`config.mk`:
```
export PLATFORM = sky130hd
export DESIGN_NAME = ssd_score_driver
export DESIGN_NICKNAME = d
export VERILOG_FILES = /design/src/rtl/ssd_score_driver.sv
export SDC_FILE = /design/constraint.sdc
export NUM_CORES = 1
export LEC_CHECK = 0
export BUFFER_PORTS_ARGS = -buffer_cell sky130_fd_sc_hd__buf_2
export CORE_ASPECT_RATIO = 0.75
export CORE_UTILIZATION = 35
export DETAILED_ROUTE_END_ITERATION = 8
export HOLD_SLACK_MARGIN = 0.06
export PLACE_DENSITY = 0.57
export SLEW_MARGIN = 5
export SYNTH_ARGS = -nofsm -noshare
export SYNTH_HDL_FRONTEND = slang
export SYNTH_SLANG_ARGS = --single-unit
```
`constraint.sdc`:
```
create_clock -name Clk -period 7.8 [get_ports Clk]
set_clock_uncertainty 0.15 [all_clocks]
set_input_delay 1.17 -clock Clk [delete_from_list [all_inputs] [get_ports Clk]]
set_output_delay 1.17 -clock Clk [all_outputs]
set_load 0.01 [all_outputs]
```
`src/rtl/ssd_score_driver.sv`:
```
// Binary score to 4-digit multiplexed 7-segment display driver.
// Optional macro: SSD_LEADING_ZERO_BLANK_EN (blank leading zero digits).
module ssd_score_driver #(
  parameter int SCAN_W  = 18,
  parameter int SCORE_W = 14
) (
  input  logic               Clk,
  input  logic               Reset,
  input  logic [SCORE_W-1:0] score,
  output logic [6:0]         ssdOut,
  output logic [3:0]         anode,
  output logic               busy
);

  localparam int CNT_W = $clog2(SCORE_W + 1);

  typedef enum logic [1:0] {
    IDLE,
    CONV,
    LOAD
  } state_t;

  state_t r_state;
  state_t w_next;

  logic [SCORE_W-1:0] r_score;
  logic [SCORE_W-1:0] r_bin;
  logic [SCORE_W-1:0] w_sat;
  logic [15:0]        r_bcd;
  logic [15:0]        w_adj;
  logic [15:0]        r_disp;
  logic [CNT_W-1:0]   r_cnt;
  logic               w_cap;
  logic               w_last;

  logic [SCAN_W-1:0]  r_scan;
  logic [1:0]         w_idx;
  logic [3:0]         w_digit;
  logic [6:0]         w_seg;
  logic               w_blank;
  logic [6:0]         r_seg;
  logic [3:0]         r_an;

  assign w_cap  = (score != r_score);
  assign w_last = (r_cnt == CNT_W'(SCORE_W - 1));
  assign w_sat  = (32'(score) > 32'd9999) ?
                  SCORE_W'(9999) : score;
  assign busy   = (r_state != IDLE);

  always_comb begin
    w_adj = r_bcd;
    for (int i = 0; i < 4; i++) begin
      if (r_bcd[4*i +: 4] >= 4'd5)
        w_adj[4*i +: 4] = r_bcd[4*i +: 4] + 4'd3;
    end
  end

  always_ff @(posedge Clk or posedge Reset) begin
    if (Reset) r_state <= IDLE;
    else       r_state <= w_next;
  end

  always_comb begin
    w_next = r_state;
    case (r_state)
      IDLE:    if (w_cap) w_next = CONV;
      CONV:    if (w_last) w_next = LOAD;
      LOAD:    w_next = IDLE;
      default: w_next = IDLE;
    endcase
  end

  // r_score keeps the raw input so a saturated value is not re-captured
  always_ff @(posedge Clk or posedge Reset) begin
    if (Reset) begin
      r_score <= '0;
      r_bin   <= '0;
      r_bcd   <= '0;
      r_cnt   <= '0;
      r_disp  <= '0;
    end else begin
      case (r_state)
        IDLE: begin
          if (w_cap) begin
            r_score <= score;
            r_bin   <= w_sat;
            r_bcd   <= '0;
            r_cnt   <= '0;
          end
        end
        CONV: begin
          {r_bcd, r_bin} <= {w_adj[14:0], r_bin, 1'b0};
          r_cnt <= r_cnt + 1'b1;
        end
        LOAD: r_disp <= r_bcd;
        default: ;
      endcase
    end
  end

  assign w_idx   = r_scan[SCAN_W-1 -: 2];
  assign w_digit = r_disp[{w_idx, 2'b00} +: 4];

`ifdef SSD_LEADING_ZERO_BLANK_EN
  logic w_z3, w_z2, w_z1;
  assign w_z3 = (r_disp[15:12] == 4'd0);
  assign w_z2 = w_z3 && (r_disp[11:8] == 4'd0);
  assign w_z1 = w_z2 && (r_disp[7:4] == 4'd0);

  always_comb begin
    w_blank = 1'b0;
    case (w_idx)
      2'd3:    w_blank = w_z3;
      2'd2:    w_blank = w_z2;
      2'd1:    w_blank = w_z1;
      default: w_blank = 1'b0;
    endcase
  end
`else
  assign w_blank = 1'b0;
`endif

  always_comb begin
    w_seg = 7'b1111111;
    case (w_digit)
      4'd0:    w_seg = 7'b0000001;
      4'd1:    w_seg = 7'b1001111;
      4'd2:    w_seg = 7'b0010010;
      4'd3:    w_seg = 7'b0000110;
      4'd4:    w_seg = 7'b1001100;
      4'd5:    w_seg = 7'b0100100;
      4'd6:    w_seg = 7'b0100000;
      4'd7:    w_seg = 7'b0001111;
      4'd8:    w_seg = 7'b0000000;
      4'd9:    w_seg = 7'b0000100;
      default: w_seg = 7'b1111111;
    endcase
  end

  always_ff @(posedge Clk or posedge Reset) begin
    if (Reset) begin
      r_scan <= '0;
      r_an   <= 4'b1111;
      r_seg  <= 7'b1111111;
    end else begin
      r_scan <= r_scan + 1'b1;
      r_an   <= w_blank ? 4'b1111 : ~(4'b0001 << w_idx);
      r_seg  <= w_blank ? 7'b1111111 : w_seg;
    end
  end

  assign anode  = r_an;
  assign ssdOut = r_seg;

endmodule

```
Yosys cells after proc, flatten, opt, wreduce, memory -nomap -nowiden. Memories as Yosys holds them, arrays and structs flattened. A register that Yosys moved wholly into a read port is not among the register bits. Cells that the tools add are included.

Add/sub/neg operators: 6. Multipliers: 0. Div/mod/pow operators: 0. Magnitude comparators: 5. Eq/ne operators: 6. Shift operators: 2. Multiplexer cells: 14. Bitwise operators: 1. Reductions and logical operators: 6.

Operator list (number): $pmux 16 s2 (1); $mux 14 (2); $pmux 14 s2 (1); $add 18x1->18 const B (1); $ge 4x3->1 const B (4); $mux 16 (1); $mux 4 (4); $shiftx 16x5->4 (1); $gt 14x14->1 const B (1); $ne 14x14->1 (1); $add 4x2->4 const B (3); $pmux 4 s2 (1); $reduce_and 2->1 (3); $add 4x1->4 const B (1); $eq 4x4->1 const B (1); $mux 2 (2); $ne 2x2->1 const B (2); $not 4->4 (1); $pmux 2 s2 (1); $reduce_bool 2->1 (2); $shl 1x2->4 const A (1); $add 3x2->3 const B (1); $mux 3 (1); $eq 2x1->1 const B (1); other kinds (2) (2).

Flip-flop bits (word level): 88. Latch bits: 0. Bits in writable memories: 0. ROM bits: 112. Input port bits: 16. Output and inout bits: 12. Logic and storage cells: 49. Memories kept: 1.

Memory list: (name not given) (words 16, bits a word 7, read ports 1, clocked after Yosys merged registers in 1, write ports 0, RTL line 125) `case (w_digit)`.

Longest topological paths before layout. Gate-level depths: netlist (run 1).

Depth in word-level cells: 4. Depth in mapped cells: 7. Depth with buffers taken out: 7.

Least setup slack after synthesis (run 1). OpenSTA, ideal clock, no wires.

Path kind: in2reg. Start: input score[0]. End: register r_score[12]. Library setup time: 0.125 ns. Data arrival time: 2.453 ns. Required time: 7.525 ns. Setup slack: 5.073 ns. Stages on the path: 5. Buffers on the path: 1. Path through: xnor2_1 nand4_1 o41ai_2 buf_2 mux2_2.

Cells in the longest elaborated chain, start to end: 2.

Ends and longest elaborated chain: start: declaration (RTL line 9) `input logic [SCORE_W-1:0] score,`; $ne 14x14->1 (RTL line 44) `assign w_cap = (score != r_score);`; $reduce_and 2->1 (no line); end signal: assignment (RTL line 85) `r_score <= score;`; end: declaration (RTL line 26) `logic [SCORE_W-1:0] r_score;`.

No other way between the ends. A chain may end at the register's enable or synchronous reset.

Final worst setup path (run 1).
Start: input score[2]. End: register r_score[9].

The elaborated chain is that of the path after synthesis.

==> results of run 1 <==
-- flip-flops by register name, indices dropped and copies added, names as in the netlist --
| name | cells |
|---|---|
| r_bin | 14 |
| r_scan | 18 |
| r_disp | 16 |
| anode | 4 |
| r_cnt | 4 |
| r_bcd | 16 |
| r_state | 2 |
| ssdOut | 7 |
| r_score | 14 |
-- metal layers --
layer / up-vias / share of wire (%) / GRT usage, %
li1: 1458 / - / -
met1: 1441 / 53 / 19.8
met2: 41 / 43 / 21.1
met3: 8 / 3.2 / 3.59
met4: 0 / 1.2 / 4.24
met5: - / 0 / 0
-- report_power, final --
group	switching (W)	total, W	leakage, nW	internal [W]
registers	0.000129	0.000811	1.17	0.000681
logic	0.000344	0.000634	0.945	0.000291
clock network	0.000191	0.000409	0.126	0.000218
-- synthesized netlist by cell type, types with 2 or more instances --
| cell | number |
|---|---|
| nand2_1 | 39 |
| dfstp_2 | 11 |
| a22oi_1 | 4 |
| a221o_1 | 3 |
| o21ai_1 | 5 |
| mux2_2 | 21 |
| mux2i_1 | 2 |
| and4_1 | 2 |
| inv_1 | 20 |
| a21oi_1 | 16 |
| xnor2_1 | 27 |
| and2_1 | 2 |
| nor3_1 | 4 |
| dfrtp_1 | 84 |
| buf_4 | 2 |
| clkbuf_1 | 7 |
| nor3b_1 | 4 |
| nand4_1 | 5 |
| nor2_1 | 19 |
| ha_1 | 17 |
| buf_6 | 3 |
| o32ai_1 | 3 |
| o21ai_0 | 39 |
| mux4_2 | 4 |
| o22ai_1 | 3 |
| xor2_1 | 10 |
| buf_2 | 3 |
| nand3_1 | 24 |
| nand2b_1 | 7 |
-- worst max-delay path by stage --
stage,from,to,slack [ns],cells past startpoint
finish,score[2],r_score[9]$_DFFE_PP0P_,4.58,6
CTS,score[2],r_score[9]$_DFFE_PP0P_,4.57,6
detailed placement,score[2],r_score[9]$_DFFE_PP0P_,4.21,6
global placement,score[2],r_score[7]$_DFFE_PP0P_,4.26,6
global route,score[2],r_score[9]$_DFFE_PP0P_,4.45,6
floorplan,Reset,r_bcd[0]$_DFFE_PP0P_,4.02,1
-- worst max-delay path, cell delays in order --
cell	delay (ns)
buf_2	0.12
xnor2_1	0.23
nand4_1	0.26
o41ai_4	0.77
buf_4	0.37
mux2_2	0.36
-- final cells by class --
type | instances | share of cell area [%]
timing repair buffer | 30 | 3.13
inverter | 20 | 1.51
clock buffer | 10 | 4.54
clock inverter | 6 | 0.893
sequential | 95 | 47.4
multi-input combinational | 275 | 38.4
tap | 166 | 4.12
-- stage by stage --
step,setup slack [ns],area [um^2],power [W],cells,hold slack [ns]
6_report,4.58,5040,0.00185,602,0.323
5_1_grt,4.45,5040,0.00201,602,0.349
4_1_cts,4.57,5040,0.00187,602,0.326
3_5_place_dp,4.21,4770,0.00146,586,0.309
3_3_place_gp,4.26,4770,0.00144,586,0.303
2_1_floorplan,4.02,4480,0.00130,405,0.284
-- logic make-up (layout without fill, tap and decap cells) --
group           Yosys count  count (layout)
compound gates           80              80
xor+xnor                 37              37
fa+ha+maj                17              17
buf+inv                  35              66
flops                    95              95
mux                      27              27
simple gates            114             114
==> impl_metrics.csv, run 1 <==
group,metric,value,unit
outcome,status,"complete, no violations",
worst_setup_path,reg2reg_slack,5.16,ns
route,wl_per_cell,13.9,um
final_layout,antenna_cells,0,
pwr,cellLeakagePower,2.24,nW
floorplanning,start_util,36.2,%
synth,synthMuxAreaShare,7.73,%
pwr,p_per_area,368,nW/um^2
synth,async_flop_share,100,%
clock_tree,clock_latency,0.34,ns
final_layout,multi_input_area,1940,um^2
route,drc,0,
synth,yosys.area_share.simple,12.4,%
synth,synth_area_leaders,"dfrtp_1, dfstp_2, mux2_2, xnor2_1, ha_1",
floorplanning,rows,35,
clock_tree,hold_buffers,0,
min_path,hold_path_depth,1,
run,max_cap_viol_count,0,
floorplanning,fp.dieW,133,um
synth,synth_cells,405,
global_routing,overflow,0,
final_layout,drive_gt1_share,20.0,%
sta,rsz0062_at_grt,"false",
place,dp_hpwl,5770,um
final_layout,layout_commonest_cell,"dfrtp_1",
synth,synth_warnings,0,
worst_setup_path,worstSetupEndpointType,"register",
clock_tree,cts-buffers-inserted,9,
route,first_pass_iters,4,
sta,finalHoldViolCount,0,
global_routing,grt_pass1_vias,2977,
sta,setup_viol,0,
floorplanning,ios,28,
route,viasPerCell,4.90,
synth,synth_top_area_share,46.9,%
final_layout,post-route-util,40.7,%
place,numPortBuffers,27,
synth,synth_adder_area_share,4.75,%
clock_tree,clkTransAtPathRegs,0.07,ns
global_routing,antenna_found_initial,0,
synth,synth_seq_area_share,53.4,%
synth,synth_top_family_by_area,"simple AND/OR/NAND/NOR gates",
floorplanning,die_h,100,um
route,antenna_left,0,
route,drt_iter0_markers,178,
final_layout,fillers,1195,
worst_setup_path,start_kind,"input port",
clock_tree,cts-htree-levels,3,
final_layout,final_net_count,464,
sta,tightest_slew,1.09,ns
synth,ys_ff_latch,95,
clock_tree,cts_root_buf,"clkbuf_16",
worst_setup_path,r2r_start,"r_score[12]$_DFFE_PP0P_",
route,vias,2948,
min_path,min_path_type,"register to register",
worst_setup_path,critPathArrivalTime,3.29,ns
worst_setup_path,critPathKind,"input port to register",
min_path,hold_start,"r_scan[11]$_DFF_PP0_",
synth,syn_area,4480,um^2
worst_setup_path,path_max_fanout,20,
floorplanning,fp.dieArea,13300,um^2
clock_tree,clock-sinks,95,
sta,relSlewSlack,27.0,%
clock_tree,cts_tree,"yes",
global_routing,grt_start_max_net_pins,66,
final_layout,area_delta_synth_final,12.5,%
sta,slew_violations,0,
worst_setup_path,cp_data_required_time,7.88,ns
sta,max_freq,0.311,GHz
synth,synth_area_leader_cell,"dfrtp_1",
synth,synth_compound_area_share,10.9,%
clock_tree,clock_path_buffers,2,
route,wl,8370,um
synth,synth_ff_type,"dfrtp_1",
synth,ys_types,44,
synth,synth-edff-count,0,
sta,fin_crit_sh,41.2,%
pwr,peakVddDrop,0.149,mV
worst_setup_path,r2r_cells,5,
synth,synth_nets,438,
sta,timing.final.crit_period,3.22,ns
synth,synth_xor_area_share,7.23,%
clock_tree,post_cts_buffers,0,
clock_tree,cts.repair.resized,0,
final_layout,final_cell_mix,"dfrtp_1, nand2_1, o21ai_0",
floorplanning,core,12400,um^2
global_routing,grt_pass1_wl,14800,um
final_layout,final-seq-area,2390,um^2
min_path,worstHoldEndpoint,"r_scan[11]$_DFF_PP0_",
worst_setup_path,r2r-end,"r_score[9]$_DFFE_PP0P_",
global_routing,track_usage,14.0,%
sta,final.setup.tns,0,ns
synth,synth_area_per_cell,11.1,um^2
place,finalWeightedCongestion,0.785,
No activity file was read; power rests on OpenSTA's default activity.
==> inputs of run 2 (changes only) <==
--- a/config.mk
+++ b/config.mk
@@ -10,7 +10,7 @@
 export CORE_UTILIZATION = 35
 export DETAILED_ROUTE_END_ITERATION = 8
 export HOLD_SLACK_MARGIN = 0.06
-export PLACE_DENSITY = 0.57
+export PLACE_DENSITY = 0.59
 export SLEW_MARGIN = 5
 export SYNTH_ARGS = -nofsm -noshare
 export SYNTH_HDL_FRONTEND = slang
==> constraint.sdc (replaced) <==
create_clock -name Clk -period 2.85 [get_ports Clk]
set_clock_uncertainty 0.15 [all_clocks]
set_input_delay 0.4275 -clock Clk [delete_from_list [all_inputs] [get_ports Clk]]
set_output_delay 0.4275 -clock Clk [all_outputs]
set_load 0.01 [all_outputs]
==> impl_metrics.csv, run 2 (synthesized netlist as in run 1, its figures left out) <==
group,metric,value,unit
floorplanning,rows,35,
clock_tree,post_cts_buffers,0,
final_layout,multi_input_area,1940,um^2
sta,relSlewSlack,47.2,%
route,drt_iter0_markers,204,
sta,tightest_slew,0.790,ns
clock_tree,clock-sinks,95,
worst_setup_path,worstSetupEndpointType,"register",
route,wl_per_cell,13.6,um
sta,timing.final.crit_period,2.28,ns
pwr,peakVddDrop,0.380,mV
global_routing,antenna_found_initial,0,
pwr,p_per_area,1030,nW/um^2
sta,max_freq,0.439,GHz
sta,rsz0062_at_grt,"false",
outcome,status,"complete, no violations",
worst_setup_path,cp_data_required_time,2.92,ns
route,drc,0,
final_layout,drive_gt1_share,20.5,%
route,viasPerCell,4.90,
sta,setup_viol,0,
place,numPortBuffers,27,
global_routing,track_usage,13.9,%
global_routing,grt_pass1_vias,2972,
final_layout,reg.largest.list,"r_scan x18, r_bcd x16, r_disp x16",
pwr,power,0.00527,W
floorplanning,core,12400,um^2
sta,fin_crit_sh,80.0,%
worst_setup_path,path_cells,"xnor2_1 -> nand4_1 -> o41ai_4 -> buf_4 -> mux2_2",
global_routing,grt_start_max_net_pins,96,
floorplanning,start_util,36.2,%
final_layout,layout_commonest_cell,"dfrtp_1",
global_routing,grt_pass1_wl,14800,um
clock_tree,hold_buffers,0,
floorplanning,die_h,100,um
global_routing,overflow,0,
clock_tree,clock_path_buffers,2,
worst_setup_path,path_max_fanout,19,
place,dp_hpwl,5690,um
floorplanning,fp.dieW,133,um
place,finalWeightedCongestion,0.745,
run,max_cap_viol_count,0,
clock_tree,cts.repair.resized,0,
sta,final.setup.tns,0,ns
route,vias,2967,
final_layout,antenna_cells,0,
clock_tree,cts_tree,"yes",
worst_setup_path,cp_slowest_cell,"o41ai_4",
worst_setup_path,critPathArrivalTime,2.35,ns
floorplanning,ios,28,
worst_setup_path,critPathKind,"register to register",
worst_setup_path,critPathMaxStageDelay,0.43,ns
worst_setup_path,start_kind,"register",
final_layout,final-seq-area,2390,um^2
final_layout,fillers,1159,
route,wl,8250,um
route,antenna_left,0,
clock_tree,cts_root_buf,"clkbuf_16",
final_layout,final_net_count,468,
final_layout,area_delta_synth_final,14.5,%
sta,finalHoldViolCount,0,
clock_tree,clock_latency,0.33,ns
clock_tree,cts-htree-levels,3,
final_layout,largest_reg_flops,18,
final_layout,final_cell_mix,"dfrtp_1, nand2_1, o21ai_0",
route,first_pass_iters,4,
pwr,cellLeakagePower,2.29,nW
floorplanning,fp.dieArea,13300,um^2
min_path,min_path_type,"input port to async pin",
final_layout,regMostFlops,"r_scan",
clock_tree,cts-buffers-inserted,9,
sta,slew_violations,0,
clock_tree,clkTransAtPathRegs,0.07,ns
final_layout,post-route-util,41.4,%
-- run 2: changes by cell type in the layout (fill, tap and decap cells not counted), sizes merged --
cell	before	now
inv	21	19
bufinv	0	2
clkinvlp	3	1
buf	30	34
clkbuf	10	12
-- run 2: final timing paths --
path                                           end                   start  slack [ns]  cells after the start
hold reg to reg               r_scan[14]$_DFF_PP0_    r_scan[14]$_DFF_PP0_        0.31                      1
min in group Clk            r_score[2]$_DFFE_PP0P_                score[2]        0.22                      2
max in group asynchronous       anode[0]$_DFF_PP1_                   Reset        2.07                      3
setup / recovery           r_score[12]$_DFFE_PP0P_  r_score[2]$_DFFE_PP0P_        0.57                      5
setup reg to reg           r_score[12]$_DFFE_PP0P_  r_score[2]$_DFFE_PP0P_        0.57                      5
hold / removal                r_bin[9]$_DFFE_PP0P_                   Reset        0.06                      3
-- run 2: worst max-delay path: cells and delay by family (launching register included) --
kind / cells / cell delay, ns
mux: 1 / 0.37
buf+inv: 1 / 0.31
simple gates: 1 / 0.28
xor+xnor: 1 / 0.23
flops: 1 / 0.39
compound gates: 1 / 0.43
-- run 2: power by group --
| part | total (W) | switching, W | internal (W) |
|---|---|---|---|
| clock network | 0.00129 | 0.000494 | 0.000791 |
| logic | 0.00178 | 0.000955 | 0.000825 |
| registers | 0.00221 | 0.000345 | 0.00186 |
| total | 0.00527 | 0.00179 | 0.00348 |
-- run 2: stage by stage --
stage	setup WS, ns	hold WS [ns]	cell area, um^2	std cells
2_1_floorplan	0.865	0.284	4490	405
3_3_place_gp	0.491	0.299	4810	590
3_5_place_dp	0.419	0.305	4810	590
4_1_cts	0.591	0.102	5130	606
5_1_grt	0.486	0.134	5130	606
6_report	0.570	0.0640	5130	606
-- run 2: final cells by class --
cell class / count / share of cell area (%)
multi-input combinational: 275 / 37.7
timing repair buffer: 34 / 3.90
inverter: 20 / 1.54
sequential: 95 / 46.6
tap: 166 / 4.05
clock inverter: 4 / 1.37
clock buffer: 12 / 4.80
-- run 2: per-layer routing --
metal	GRT usage, %	wire (um)	vias up
li1	-	-	1459
met1	20.0	4330	1472
met2	21.3	3620	26
met3	2.27	199	10
met4	5.31	97	0
met5	0	0	-
==> inputs of run 3 (changes only) <==
--- a/config.mk
+++ b/config.mk
@@ -5,12 +5,13 @@
 export SDC_FILE = /design/constraint.sdc
 export NUM_CORES = 1
 export LEC_CHECK = 0
+export ABC_AREA = 1
 export BUFFER_PORTS_ARGS = -buffer_cell sky130_fd_sc_hd__buf_2
 export CORE_ASPECT_RATIO = 0.75
 export CORE_UTILIZATION = 35
 export DETAILED_ROUTE_END_ITERATION = 8
 export HOLD_SLACK_MARGIN = 0.06
-export PLACE_DENSITY = 0.59
+export PLACE_DENSITY = 0.57
 export SLEW_MARGIN = 5
 export SYNTH_ARGS = -nofsm -noshare
 export SYNTH_HDL_FRONTEND = slang
==> constraint.sdc (replaced) <==
create_clock -name Clk -period 2.2 [get_ports Clk]
set_clock_uncertainty 0.15 [all_clocks]
set_input_delay 0.33 -clock Clk [delete_from_list [all_inputs] [get_ports Clk]]
set_output_delay 0.33 -clock Clk [all_outputs]
set_load 0.01 [all_outputs]
==> impl_metrics.csv, run 3 <==
group,metric,value,unit
synth,synth_nets,620,
floorplanning,die_h,104,um
min_path,min_path_type,"input port to register",
final_layout,drive_gt1_share,13.3,%
run,max_cap_viol_count,0,
sta,finalHoldViolCount,0,
worst_setup_path,critPathArrivalTime,1.52,ns
floorplanning,rows,36,
final_layout,final_cells,795,
place,dp.cells,776,
worst_setup_path,cp_num_buf_inv,3,
place,dp_hpwl,6610,um
final_layout,antenna_cells,0,
place,numPortBuffers,27,
sta,setup_viol,0,
sta,timing.final.crit_period,2.00,ns
sta,layout_setup_ws,0.195,ns
clock_tree,cts_root_buf,"clkbuf_16",
synth,synth_cells,587,
synth,synth_area_per_cell,8.26,um^2
final_layout,fillers,1332,
synth,synth_top_area_share,43.3,%
final_layout,layout_commonest_cell,"nand2_1",
worst_setup_path,reg2reg_slack,0.22,ns
floorplanning,start_util,36.6,%
route,first_pass_iters,4,
route,viasPerCell,4.70,
worst_setup_path,critPathKind,"register to primary output",
clock_tree,cts_tree,"yes",
pwr,p_per_area,1370,nW/um^2
synth,ys_types,31,
global_routing,antenna_found_initial,0,
sta,max_freq,0.499,GHz
pwr,power,0.00758,W
clock_tree,cts-htree-levels,3,
route,drt_iter0_markers,194,
worst_setup_path,cp_slowest_cell,"dfrtp_1",
final_layout,regMostFlops,"r_scan",
final_layout,largest_reg_flops,18,
synth,synth_most_common_cell,"nand2_1",
sta,relSlewSlack,60.0,%
synth,async_flop_share,100,%
synth,ys_ff_latch,95,
route,drc,0,
global_routing,grt_start_max_net_pins,33,
global_routing,overflow,0,
synth,synth_seq_area_share,49.3,%
worst_setup_path,r2r_cells,11,
final_layout,reg.largest.list,"r_scan x18, r_bcd x16, r_disp x16",
final_layout,final_net_count,652,
worst_setup_path,start_kind,"register",
global_routing,grt_pass1_vias,3583,
worst_setup_path,critPathMaxStageDelay,0.41,ns
floorplanning,fp.dieArea,14300,um^2
clock_tree,clock_latency,0.34,ns
worst_setup_path,path_max_fanout,5,
synth,syn_area,4850,um^2
min_path,worstHoldEndpoint,"r_score[3]$_DFFE_PP0P_",
worst_setup_path,r2r-end,"ssdOut[1]$_DFF_PP1_",
final_layout,final_area,5530,um^2
place,pre_cts_ws,0.113,ns
min_path,hold_start,"score[3]",
synth,synth_ff_type,"dfrtp_1",
route,vias,3733,
clock_tree,clock-sinks,95,
sta,final.setup.tns,0,ns
worst_setup_path,worstSetupEndpointType,"primary output",
synth,synth_warnings,0,
worst_setup_path,cp_data_required_time,1.72,ns
global_routing,track_usage,14.4,%
clock_tree,cts-buffers-inserted,9,
synth,synth-edff-count,0,
clock_tree,clkTransAtPathRegs,0.07,ns
worst_setup_path,crit_family,"flip-flops",
route,antenna_left,0,
place,finalWeightedCongestion,0.870,
outcome,status,"complete, no violations",
pwr,cellLeakagePower,2.85,nW
global_routing,grt_pass1_wl,16600,um
synth,synth_commonest_cells,"nand2_1, dfrtp_1, inv_1, o21ai_0, nand3_1",
worst_setup_path,crit_cells,4,
floorplanning,core,13200,um^2
sta,fin_crit_sh,91.1,%
worst_setup_path,r2r_start,"r_scan[16]$_DFF_PP0_",
floorplanning,fp.dieW,138,um
sta,slew_violations,0,
min_path,hold_path_depth,3,
floorplanning,ios,28,
route,wl,9230,um
synth,synth_area_leaders,"dfrtp_1, nand2_1, dfstp_2, o21ai_0, nand3_1",
final_layout,final_cell_mix,"nand2_1, dfrtp_1, inv_1",
worst_setup_path,path_cells,"nor2_1 -> buf_4 -> inv_1 -> buf_2",
route,wl_per_cell,11.6,um
synth,synth_area_leader_cell,"dfrtp_1",
pwr,peakVddDrop,0.474,mV
place,dpl_cell_area,5180,um^2
clock_tree,clock_path_buffers,2,
sta,tightest_slew,0.598,ns
final_layout,area_delta_synth_final,13.9,%
run 3: cell count changes after synthesis, moves of 6 or more:
| cell | change |
|---|---|
| inv_1 | +45 |
| mux2_2 | -21 |
| nand2_1 | +127 |
| nand2b_1 | -7 |
| nand3_1 | +32 |
| nor2_1 | +26 |
| o211ai_1 | +6 |
| o21ai_0 | +18 |
| xnor2_1 | -22 |
run 3: worst min-delay path: stages:
cell and delay [ns]:
buf_2 0.13, nand3_1 0.08, nand2_1 0.05
run 3: logic make-up (layout without fill, tap and decap cells):
kind of cell / Yosys count / after routing / synth area share [%]
AND/OR/NAND/NOR: 282 / 282 / 25.0
flip-flops: 95 / 95 / 49.3
buffers and inverters: 88 / 125 / 8.46
AO/OA/AOI/OAI: 87 / 87 / 9.62
XOR/XNOR: 18 / 18 / 3.25
adder cells (fa/ha/maj): 17 / 17 / 4.38
run 3: power by group:
part / total [W] / switching (W) / internal (W)
combinational: 0.00307 / 0.00187 / 0.00119
clock: 0.00158 / 0.000694 / 0.000888
sequential: 0.00293 / 0.000455 / 0.00248
run 3: area by class of cell:
cell class | instances | area, um^2 | area share [%]
clock buffers | 11 | 264 | 4.78
clock inverters | 5 | 43.8 | 0.792
inverters | 67 | 255 | 4.62
multi-input cells | 404 | 2060 | 37.2
flip-flops and latches | 95 | 2390 | 43.3
well taps | 171 | 214 | 3.87
repair buffers | 42 | 300 | 5.43
run 3: worst max path at each step:
stage	startpoint	to	slack, ns
after floorplan	r_scan[16]$_DFF_PP0_	ssdOut[0]$_DFF_PP1_	0.22
after CTS	r_scan[16]$_DFF_PP0_	ssdOut[0]$_DFF_PP1_	0.1
final	r_state[1]$_DFFE_PP0P_	busy	0.20
after detailed placement	r_scan[16]$_DFF_PP0_	ssdOut[0]$_DFF_PP1_	0.11
after global placement	r_scan[16]$_DFF_PP0_	ssdOut[0]$_DFF_PP1_	0.23
after global routing	r_scan[16]$_DFF_PP0_	ssdOut[3]$_DFF_PP1_	-0.0006
run 3: what timing repair did:
action | 4_1_cts | 5_1_grt
setup endpoints to repair | 0 | 5
resized for setup | 0 | 4
hold buffers | 1 | 0
setup buffers | 0 | 2
endpoints found under the hold margin | 20 | 0
run 3: metrics by stage:
step / hold WS, ns / util (%)
2_1_floorplan: 0.271 / -
5_1_grt: 0.117 / 41.7
3_3_place_gp: 0.287 / 39.2
3_5_place_dp: 0.287 / 39.2
4_1_cts: 0.114 / 41.6
6_report: 0.124 / 41.7
run 3: metal layers:
metal / global-route usage (%) / vias to the layer above / part of all wire (%)
met1: 20.2 / 1737 / 53
met4: 4.43 / 0 / 0.96
met2: 21.9 / 56 / 43
met5: 0 / - / 0
met3: 3.22 / 11 / 3.3
li1: - / 1929 / -
